## config.mk

```make
export PLATFORM = sky130hd
export DESIGN_NAME = bram_rd_sched
export DESIGN_NICKNAME = d
export VERILOG_FILES = /design/src/rtl/bram_rd_sched.sv
export SDC_FILE = /design/constraint.sdc
export NUM_CORES = 1
export LEC_CHECK = 0
export CORE_ASPECT_RATIO = 1.1
export CORE_UTILIZATION = 40
export CTS_CLUSTER_SIZE = 10
export DETAILED_ROUTE_END_ITERATION = 16
export MAX_ROUTING_LAYER = met4
export PLACE_DENSITY_LB_ADDON = 0.05
export SLEW_MARGIN = 15
export SYNTH_ARGS = -nofsm -noshare
export SYNTH_HDL_FRONTEND = slang
export SYNTH_SLANG_ARGS = --single-unit
```

## constraint.sdc

```tcl
create_clock -name clk -period 3.1 [get_ports clk]
set_input_delay 0.465 -clock clk [delete_from_list [all_inputs] [get_ports clk]]
set_output_delay 0.465 -clock clk [all_outputs]
set_load 0.01 [all_outputs]
```

## src/rtl/bram_rd_sched.sv

```systemverilog
// Round-robin scheduler sharing one BRAM read port between two burst requesters.
// Returned words leave as a tagged stream (channel id + last marker), no backpressure.
module bram_rd_sched #(
    parameter int unsigned ADDR_W = 14,
    parameter int unsigned DATA_W = 64,
    parameter int unsigned RD_LAT = 2
) (
    input  logic              clk,
    input  logic              rst_n,
    input  logic [1:0]        req,
    input  logic [ADDR_W-1:0] base0,
    input  logic [ADDR_W-1:0] base1,
    input  logic [ADDR_W-1:0] len0,
    input  logic [ADDR_W-1:0] len1,
    output logic [1:0]        ack,
    output logic [1:0]        done,
    output logic              busy,
    output logic              bram_enb,
    output logic [ADDR_W-1:0] bram_addrb,
    input  logic [DATA_W-1:0] bram_doutb,
    output logic [DATA_W-1:0] m_tdata,
    output logic              m_tvalid,
    output logic              m_tid,
    output logic              m_tlast
);

    typedef enum logic [1:0] {StIdle, StBurst, StDrain, StDone0} state_e;

    state_e            state_q, state_d;
    logic [ADDR_W-1:0] base_q, len_q;
    logic [ADDR_W:0]   idx_q;
    logic              id_q;
    logic              rr_q;

    logic [RD_LAT-1:0] pv_q, pid_q, plast_q;

    logic              gnt;
    logic [ADDR_W-1:0] gnt_base, gnt_len;
    logic              grant;
    logic              last_rd;
    logic              beat_last;

    // Tie goes to the channel that was not granted last.
    always_comb begin
        gnt = (req == 2'b11) ? ~rr_q : req[1];
        gnt_base = gnt ? base1 : base0;
        gnt_len  = gnt ? len1 : len0;
    end

    assign grant     = (state_q == StIdle) && (|req);
    assign last_rd   = (idx_q + (ADDR_W+1)'(1)) == {1'b0, len_q};
    assign beat_last = pv_q[RD_LAT-1] && plast_q[RD_LAT-1];

    // State register
    always_ff @(posedge clk) begin
        if (!rst_n) begin
            state_q <= StIdle;
            base_q  <= '0;
            len_q   <= '0;
            idx_q   <= '0;
            id_q    <= 1'b0;
            rr_q    <= 1'b1;
        end else begin
            state_q <= state_d;
            if (grant) begin
                base_q <= gnt_base;
                len_q  <= gnt_len;
                idx_q  <= '0;
                id_q   <= gnt;
                rr_q   <= gnt;
            end else if (state_q == StBurst) begin
                idx_q <= idx_q + (ADDR_W+1)'(1);
            end
        end
    end

    // Read-valid pipeline aligned with BRAM latency: {enb, id, last}.
    logic [RD_LAT:0] pv_ext, pid_ext, plast_ext;
    assign pv_ext    = {pv_q, bram_enb};
    assign pid_ext   = {pid_q, id_q};
    assign plast_ext = {plast_q, bram_enb && last_rd};

    always_ff @(posedge clk) begin
        if (!rst_n) begin
            pv_q    <= '0;
            pid_q   <= '0;
            plast_q <= '0;
        end else begin
            pv_q    <= pv_ext[RD_LAT-1:0];
            pid_q   <= pid_ext[RD_LAT-1:0];
            plast_q <= plast_ext[RD_LAT-1:0];
        end
    end

    // Next-state logic
    always_comb begin
        state_d = state_q;
        unique case (state_q)
            StIdle: begin
                if (|req) state_d = (gnt_len == '0) ? StDone0 : StBurst;
            end
            StBurst: begin
                if (last_rd) state_d = StDrain;
            end
            StDrain: begin
                if (beat_last) state_d = StIdle;
            end
            StDone0: state_d = StIdle;
            default: state_d = StIdle;
        endcase
    end

    // Outputs; ack is gated so it stays low while reset is held.
    always_comb begin
        ack        = 2'b00;
        done       = 2'b00;
        bram_enb   = 1'b0;
        bram_addrb = '0;
        if (grant && rst_n) ack = gnt ? 2'b10 : 2'b01;
        if (state_q == StBurst) begin
            bram_enb   = 1'b1;
            bram_addrb = base_q + idx_q[ADDR_W-1:0];
        end
        if ((state_q == StDrain && beat_last) || state_q == StDone0) begin
            done = id_q ? 2'b10 : 2'b01;
        end
    end

    assign busy     = (state_q != StIdle);
    assign m_tdata  = bram_doutb;
    assign m_tvalid = pv_q[RD_LAT-1];
    assign m_tid    = pid_q[RD_LAT-1];
    assign m_tlast  = plast_q[RD_LAT-1];

endmodule

```

# Word-level counts from Yosys, hierarchy flattened
# Index checks and enable logic that the tools add are counted.
[classes] n_addsub=2 n_eq_ne=8 mux=14 bitwise=2 reduce_logical=12
[ops] cell="$mux 14" count=3
[ops] cell="$mux 2" count=8
[ops] cell="$add 15x1->15 const B" count=1
[ops] cell="$eq 15x14->1" count=1
[ops] cell="$add 14x14->14" count=1
[ops] cell="$logic_not 14->1" count=1
[ops] cell="$pmux 2 s4" count=1
[ops] cell="$eq 2x2->1 const B" count=3
[ops] cell="$logic_and 1x1->1" count=5
[ops] cell="$ne 2x2->1 const B" count=2
[ops] cell="$reduce_or 2->1" count=2
[ops] cell="$reduce_and 3->1" count=1
[ops] cell="$eq 2x1->1 const B" count=1
[ops] cell="$logic_not 2->1" count=1
[ops] cell="$mux 1" count=2
[ops] cell="$ne 2x1->1 const B" count=1
[ops] cell="$not 1->1" count=2
[ops] cell="$reduce_bool 2->1" count=1
[ops] cell="$logic_or 1x1->1" count=1
[totals] ff_bits=53 input_bits=124 out_inout_bits=87 wordCells=47

# Longest topological paths before layout
# Gate-level depths: netlist of the first run.
[logic_depth] word_depth=7 ltp_mapped=9

# Worst setup path after synthesis of the first run
# No wires, ideal clock.
[synth_path] path_type="register to output" start="register idx_q[0]" end="output bram_addrb[10]" arrival_ps=2210 setup_slack_ps=425 path_stages_with_launch=10 n_path_buf=0 cell_sequence="dfxtp_1 > ha_1 > inv_1 > fa_1 > nor2b_1 > o21ai_0 > a21boi_0 > o2111a_1 > nor4_1 > nor3_1"
[synth_between] elab_chain_cells=2
[synth_rtl] item="start: declaration" line_no="31" source="logic [ADDR_W:0] idx_q;"
[synth_rtl] item="start signal: assignment" line_no="72" source="idx_q <= idx_q + (ADDR_W+1)'(1);"
[synth_rtl] item="$add 14x14->14" line_no="122" source="bram_addrb = base_q + idx_q[ADDR_W-1:0];"
[synth_rtl] item="$mux 14" line_no="120" source="if (state_q == StBurst) begin"
[synth_rtl] item="end: declaration" line_no="19" source="output logic [ADDR_W-1:0] bram_addrb,"
# Every way passes these cells.

# Worst setup path after layout of the first run
[layout_path] start="register base_q[0]" end="output bram_addrb[12]"
[layout_between] elab_chain_cells=2
[layout_rtl] item="start: declaration" line_no="30" source="logic [ADDR_W-1:0] base_q, len_q;"
[layout_rtl] item="start signal: assignment" line_no="66" source="base_q <= gnt_base;"
[layout_rtl] item="$add 14x14->14" line_no="122"
[layout_rtl] item="$mux 14" line_no="120"
# Every way passes these cells.

==> results of run 1 <==
[path summary, 6_finish.rpt]
path                   from        endpoint  slack (ns)
setup / recovery  base_q[0]  bram_addrb[12]        0.14
hold / removal      pv_q[0]         pv_q[1]        0.44
setup reg to reg   idx_q[0]      state_q[0]        0.86
hold reg to reg     pv_q[0]         pv_q[1]        0.44
[cell families after synthesis]
| family | count (synthesis) |
|---|---|
| mux | 30 |
| fa+ha+maj | 15 |
| flops | 53 |
| simple gates | 148 |
| xor+xnor | 35 |
| buf+inv | 98 |
| compound gates | 88 |
[final cells by class]
| type | count | area (um2) |
|---|---|---|
| clock inverters | 3 | 46.3 |
| fillers | 935 | 4790 |
| inverters | 11 | 41.3 |
| well taps | 117 | 146 |
| clock buffers | 5 | 68.8 |
| multi-input cells | 316 | 2270 |
| repair buffers | 104 | 967 |
| flip-flops and latches | 53 | 1060 |
[layout by cell type (no fill, tap or decap), types with 5 or more instances in the layout]
| cell | n |
|---|---|
| inv_1 | 11 |
| o211a_1 | 29 |
| buf_4 | 22 |
| mux2i_1 | 30 |
| and3_1 | 5 |
| and2_1 | 6 |
| nand4_1 | 7 |
| nor3_1 | 8 |
| o21ai_0 | 10 |
| clkdlybuf4s50_1 | 75 |
| nor2_1 | 31 |
| dfxtp_1 | 52 |
| ha_1 | 14 |
| o21a_1 | 5 |
| nor4_1 | 7 |
| nand2_1 | 49 |
| or3_1 | 6 |
| nand3_1 | 11 |
| xnor2_1 | 18 |
| clkbuf_8 | 5 |
| a21oi_1 | 12 |
| xor2_1 | 17 |
[metrics by stage]
| stage | worst slack, ns | hold slack, ns |
|---|---|---|
| 3_5_place_dp | -0.0232 | 0.419 |
| 6_report | 0.136 | 0.444 |
| 2_1_floorplan | 0.425 | 0.412 |
| 4_1_cts | -0.0459 | 0.445 |
| 3_3_place_gp | 0.0102 | 0.415 |
| 5_1_grt | 0.000286 | 0.458 |
[critical path, stage by stage, from the launching register on]
cell      delay [ns]
dfxtp_2         0.34
ha_1            0.21
inv_1           0.08
fa_2            0.21
nor2b_2         0.05
o21ai_2         0.17
a21boi_2        0.08
buf_4           0.13
o2111a_2        0.30
o31ai_4         0.24
mux2i_1         0.20
buf_2           0.16
[sequential cells by signal, indices dropped and copies added, names as in the netlist]
| register | cells |
|---|---|
| base_q | 14 |
| id_q | 1 |
| idx_q | 15 |
| len_q | 14 |
| pid_q | 2 |
| plast_q | 2 |
| pv_q | 2 |
| rr_q | 1 |
| state_q | 2 |
[timing repair]
item,CTS,global route
endpoints found under the setup margin,6,5
endpoints found under the hold margin,0,0
pin swaps,3,3
setup buffers,3,0
gates resized for setup,15,14
cloned,0,0
[routing by layer]
metal / global-route usage / vias up / part of all wire
li1: - / 1627 / -
met5: - / - / 0
met2: 0.351 / 52 / 0.49
met1: 0.238 / 1528 / 0.41
met4: 0.101 / 0 / 0.045
met3: 0.0418 / 52 / 0.048
[report_power, final]
part           switching [mW]  internal (mW)
clock network           0.254          0.242
registers              0.0903          0.808
logic                   0.488          0.448
==> reports/results.tsv, run 1 <==
stage	metric	value	unit
synth	syn_nets	606	
clock_network	clkSlewWorstSetupHoldPaths	0.11	ns
timing	post-route-min-period	2.96	ns
worst_setup_path	path_max_fanout	3	
synth	synth_top_area_frac	0.273	
finish	area_delta_synth_final	18.3	%
synth	syn_area	3890	um2
detailed_routing	drcViolationCount	0	
die	die_h	105	um
run_status	status	completed	
grt	grt_pass1_wl	15900	um
power	leakage	2.04	nW
synth	yosys.area_share.adder	0.0501	
synth	synth.avg_cell_area	8.34	um2
synth	synth-warning-count	0	
die	coreArea	9400	um2
worst_setup_path	end_kind	output port	
grt	grt_pass1_vias	3189	
finish	diodes	0	
placement	gp_congestion	0.832	
placement	postPlaceCellArea	4450	um2
synth	synth_compound_area_frac	0.177	
detailed_routing	wirelength	10300	um
die	num_rows	37	
grt	grt_start_max_net_pins	59	
clock_network	cts-root-buf	clkbuf_8	
timing	setup_viol	0	
timing	slew_violations	0	
synth	synth_cell_types	54	
timing	fmax	0.337	GHz
synth	seq_area_frac_synth	0.273	
power	peakVddDrop	293	uV
detailed_routing	routedWlPerCell	17.0	um
die	dieArea	10100	um2
synth	synth-main-ff-cell	dfxtp_1	
timing	min_period_over_period	0.956	
synth	synth_edf_count	0	
detailed_routing	routed-via-count	3259	
die	start_util	0.414	
timing	setup_tns	0	ns
synth	synth_common_cells	64 x buf_4, 53 x dfxtp_1, 49 x nand2_1	
timing	hold_viol	0	
synth	synth.most_common_cell	buf_4	
detailed_routing	drt_iter0_markers	96	
worst_hold_path	min_path_type	reg2reg	
finish	fin_util	0.490	
detailed_routing	via_per_inst	5.35	
worst_setup_path	critPathKind	reg2out	
run	drv_cap	0	
synth	yosys.area_share.simple	0.186	
finish	final_area	4600	um2
detailed_routing	drt_first_pass_iters	4	
grt	grt_use_total	0.211	
finish	drive_gt1_frac	0.104	
synth	ys_seq_elements	53	
clock_network	htreeDepth	2	
clock_network	cts_inserted_buffers	5	
clock_network	cts_num_sinks	53	
placement	numPortBuffers	82	
clock_network	cts_tree	yes	
worst_setup_path	startpoint_type	flip-flop	
clock_network	cts.path.max_buffers	2	
worst_setup_path	r2r_cells	8	
timing	tightest_slew	0.665	ns
grt	overflow	0	
synth	syn_inst	467	
power	power_density	506	nW/um2
synth	synth_mux_area_frac	0.0771	
synth	synth-xor-area-share	0.0788	
synth	synth_area_leader_cell	dfxtp_1	
power	finalPower	2.33	mW
finish	final_cells	609	
clock_network	cts.hold.buffers_added	0	
clock_network	clock_latency	0.32	ns
synth	synthArstFlopShare	0	
timing	relSlewSlack	0.553	
synth	synth_top_family_by_area	simple AND/OR/NAND/NOR gates	
finish	fin_nets	630	
grt	antenna_found_initial	0	
worst_setup_path	critPathArrivalTime	2.50	ns
detailed_routing	ant_nets	0	
worst_setup_path	worstPathRequired	2.63	ns
synth	synthTopCellsByArea	dfxtp_1 27%, buf_4 12%, mux2i_1 7.7%, o211a_1 7.5%, nand2_1 4.7%	
placement	placed_cells	598	
placement	dpl.hpwl	7930	um
timing	skew	0.0119	ns
worst_hold_path	min_path_cells	1	
timing	rsz0062_at_grt	no	
die	io_pins	211	
die	dieWidth	96.1	um
Note: power is estimated with default switching activity, not from simulation.
==> run 2, diff against run 1 <==
Settings changed: GPL_ROUTABILITY_DRIVEN set to 0.
==> results of run 2 <==
No change in the layout: final DEF, timing and power equal those of run 1.
==> run 3, diff against run 2 <==
Clock period 3.1 ns to 3.4 ns, I/O delays scaled along.
==> run 3 against run 2 <==
Effect of this change: final area shrank 1.8%; total power shrank 13%; clock power shrank 26%; sequential share of layout area grew 0.48 points; die area is the same; critical path type unchanged; largest cell class unchanged.
==> reports/results.tsv, run 3 (synthesis gave the netlist of run 1 again) <==
stage	metric	value	unit	change
detailed_routing	via_per_inst	5.38		+0.55%
timing	relSlewSlack	0.567		+0.0142
timing	setup_viol	0		unchanged
die	coreArea	9400	um2	unchanged
grt	grt_start_max_net_pins	39		-34%
finish	biggestRegsByFlops	idx_q: 15 flops, base_q: 14 flops, len_q: 14 flops		
finish	regMostFlops	idx_q		
worst_setup_path	critPathArrivalTime	2.63	ns	+0.13 ns
die	io_pins	211		unchanged
finish	drive_gt1_frac	0.0702		-0.0334
placement	dpl.hpwl	7870	um	-0.84%
detailed_routing	ant_nets	0		unchanged
power	power_density	449	nW/um2	-11%
grt	antenna_found_initial	0		unchanged
timing	skew	0.0142	ns	+0.00231 ns
clock_network	clkSlewWorstSetupHoldPaths	0.11	ns	about the same
power	leakage	2.06	nW	+0.88%
finish	multi_input_area	2240	um2	-1.3%
clock_network	cts_tree	yes		
timing	setup_ws	0.264	ns	+0.128 ns
worst_hold_path	min_path_type	reg2reg		
worst_setup_path	end_kind	output port		
detailed_routing	routed-via-count	3234		-0.77%
finish	final_common_cell	clkdlybuf4s50_1		
timing	setup_tns	0	ns	unchanged
detailed_routing	drt_first_pass_iters	4		unchanged
worst_setup_path	worstPathRequired	2.89	ns	+0.26 ns
detailed_routing	drt_iter0_markers	115		+20%
grt	grt_pass1_wl	15500	um	-2.9%
grt	grt_use_total	0.205		-0.00546
die	dieWidth	96.1	um	unchanged
worst_setup_path	critPathKind	reg2out		
worst_setup_path	cpPeakStageDelay	0.33	ns	about the same
die	start_util	0.414		unchanged
worst_setup_path	startpoint_type	flip-flop		
grt	grt_pass1_vias	3086		-3.2%
worst_setup_path	path_max_fanout	3		unchanged
clock_network	cts-root-buf	clkbuf_8		
clock_network	cts.path.max_buffers	2		unchanged
finish	fin_util	0.481		-0.00879
die	num_rows	37		unchanged
timing	hold_viol	0		unchanged
detailed_routing	wirelength	10000	um	-3.0%
finish	fin_nets	622		-1.3%
placement	post-place-ws	0.226	ns	+0.249 ns
power	finalPower	2.03	mW	-13%
finish	fill_cells	959		+2.6%
clock_network	cts_inserted_buffers	5		unchanged
die	dieArea	10100	um2	unchanged
finish	largest_reg_flops	15		unchanged
timing	fmax	0.319	GHz	
clock_network	htreeDepth	2		unchanged
finish	final_cell_mix	76 x clkdlybuf4s50_1, 52 x dfxtp_1, 49 x nand2_1		
placement	numPortBuffers	82		unchanged
worst_setup_path	cpMaxStageDelayCell	dfxtp_1		
clock_network	cts_num_sinks	53		unchanged
timing	rsz0062_at_grt	no		
detailed_routing	drcViolationCount	0		unchanged
timing	tightest_slew	0.644	ns	-0.0212 ns
timing	min_period_over_period	0.922		
timing	slew_violations	0		unchanged
run	drv_cap	0		unchanged
timing	post-route-min-period	3.14	ns	
worst_setup_path	path_cells	ha_1 -> inv_1 -> fa_1 -> nor2b_1 -> o21ai_0 -> a21boi_1 -> o2111a_2 -> o31ai_2 -> mux2i_1 -> dlygate4sd2_1		
finish	area_delta_synth_final	16.1	%	
clock_network	clock_latency	0.32	ns	about the same
finish	seq_area	1060	um2	+0.24%
run_status	status	completed		
detailed_routing	routedWlPerCell	16.7	um	-1.7%
die	die_h	105	um	unchanged
power	peakVddDrop	216	uV	-26%
grt	overflow	0		unchanged
finish	diodes	0		unchanged
[run 3: cell types whose count changed in the layout (fill, tap and decap cells not counted), sizes merged]
cell	previous run	this run
buf	24	14
bufinv	1	0
clkbuf	6	5
clkdlybuf4s15	1	0
clkdlybuf4s50	75	76
dlygate4sd2	3	1
dlymetal6s2s	0	5
inv	11	12
[run 3: layer usage]
metal | global-route usage | routed length (um)
met1 | 0.231 | 4020
met2 | 0.335 | 4850
met3 | 0.0411 | 593
met4 | 0.114 | 563
met5 | - | 0
[run 3: where the power goes]
group,internal [mW],switching [mW],leakage (nW)
clock,0.147,0.222,0.0445
sequential,0.735,0.0805,0.436
combinational,0.407,0.438,1.58
total,1.29,0.740,2.06
[run 3: path summary, 6_finish.rpt]
kind                                        to  cells after the start  startpoint  slack [ns]
worst max register to register      state_q[0]                      8    idx_q[1]        1.18
worst min-delay path                  pid_q[1]                      1    pid_q[0]        0.44
worst min register to register        pid_q[1]                      1    pid_q[0]        0.44
worst max-delay path            bram_addrb[12]                     10   base_q[0]        0.26
[run 3: layout make-up]
type,instances,share of cell area
well taps,117,0.0324
inverters,11,0.00913
clock buffers,5,0.0152
repair buffers,96,0.207
flip-flops and latches,53,0.236
clock inverters,3,0.00471
multi-input cells,316,0.496
[run 3: critical path: cells and delay by family (launching register included)]
family          cells  cell delay, ns
compound gates      4            0.91
fa+ha+maj           2            0.42
buf+inv             2            0.39
flops               1            0.33
mux                 1            0.21
simple gates        1            0.05
[run 3: per-stage QoR]
stage               instance area (um2)  cells  hold WS, ns
floorplan                          3890    467        0.412
global placement                   4400    592        0.419
detailed placement                 4400    592        0.420
CTS                                4500    600        0.445
global route                       4520    601        0.473
finish                             4520    601        0.440
[run 3: what timing repair did]
item	CTS	global route
cloned	0	0
hold buffers	0	0
setup endpoints to repair	6	5
gates resized for setup	5	6
endpoints found under the hold margin	0	0
pin swaps	2	3
buffers inserted	0	1
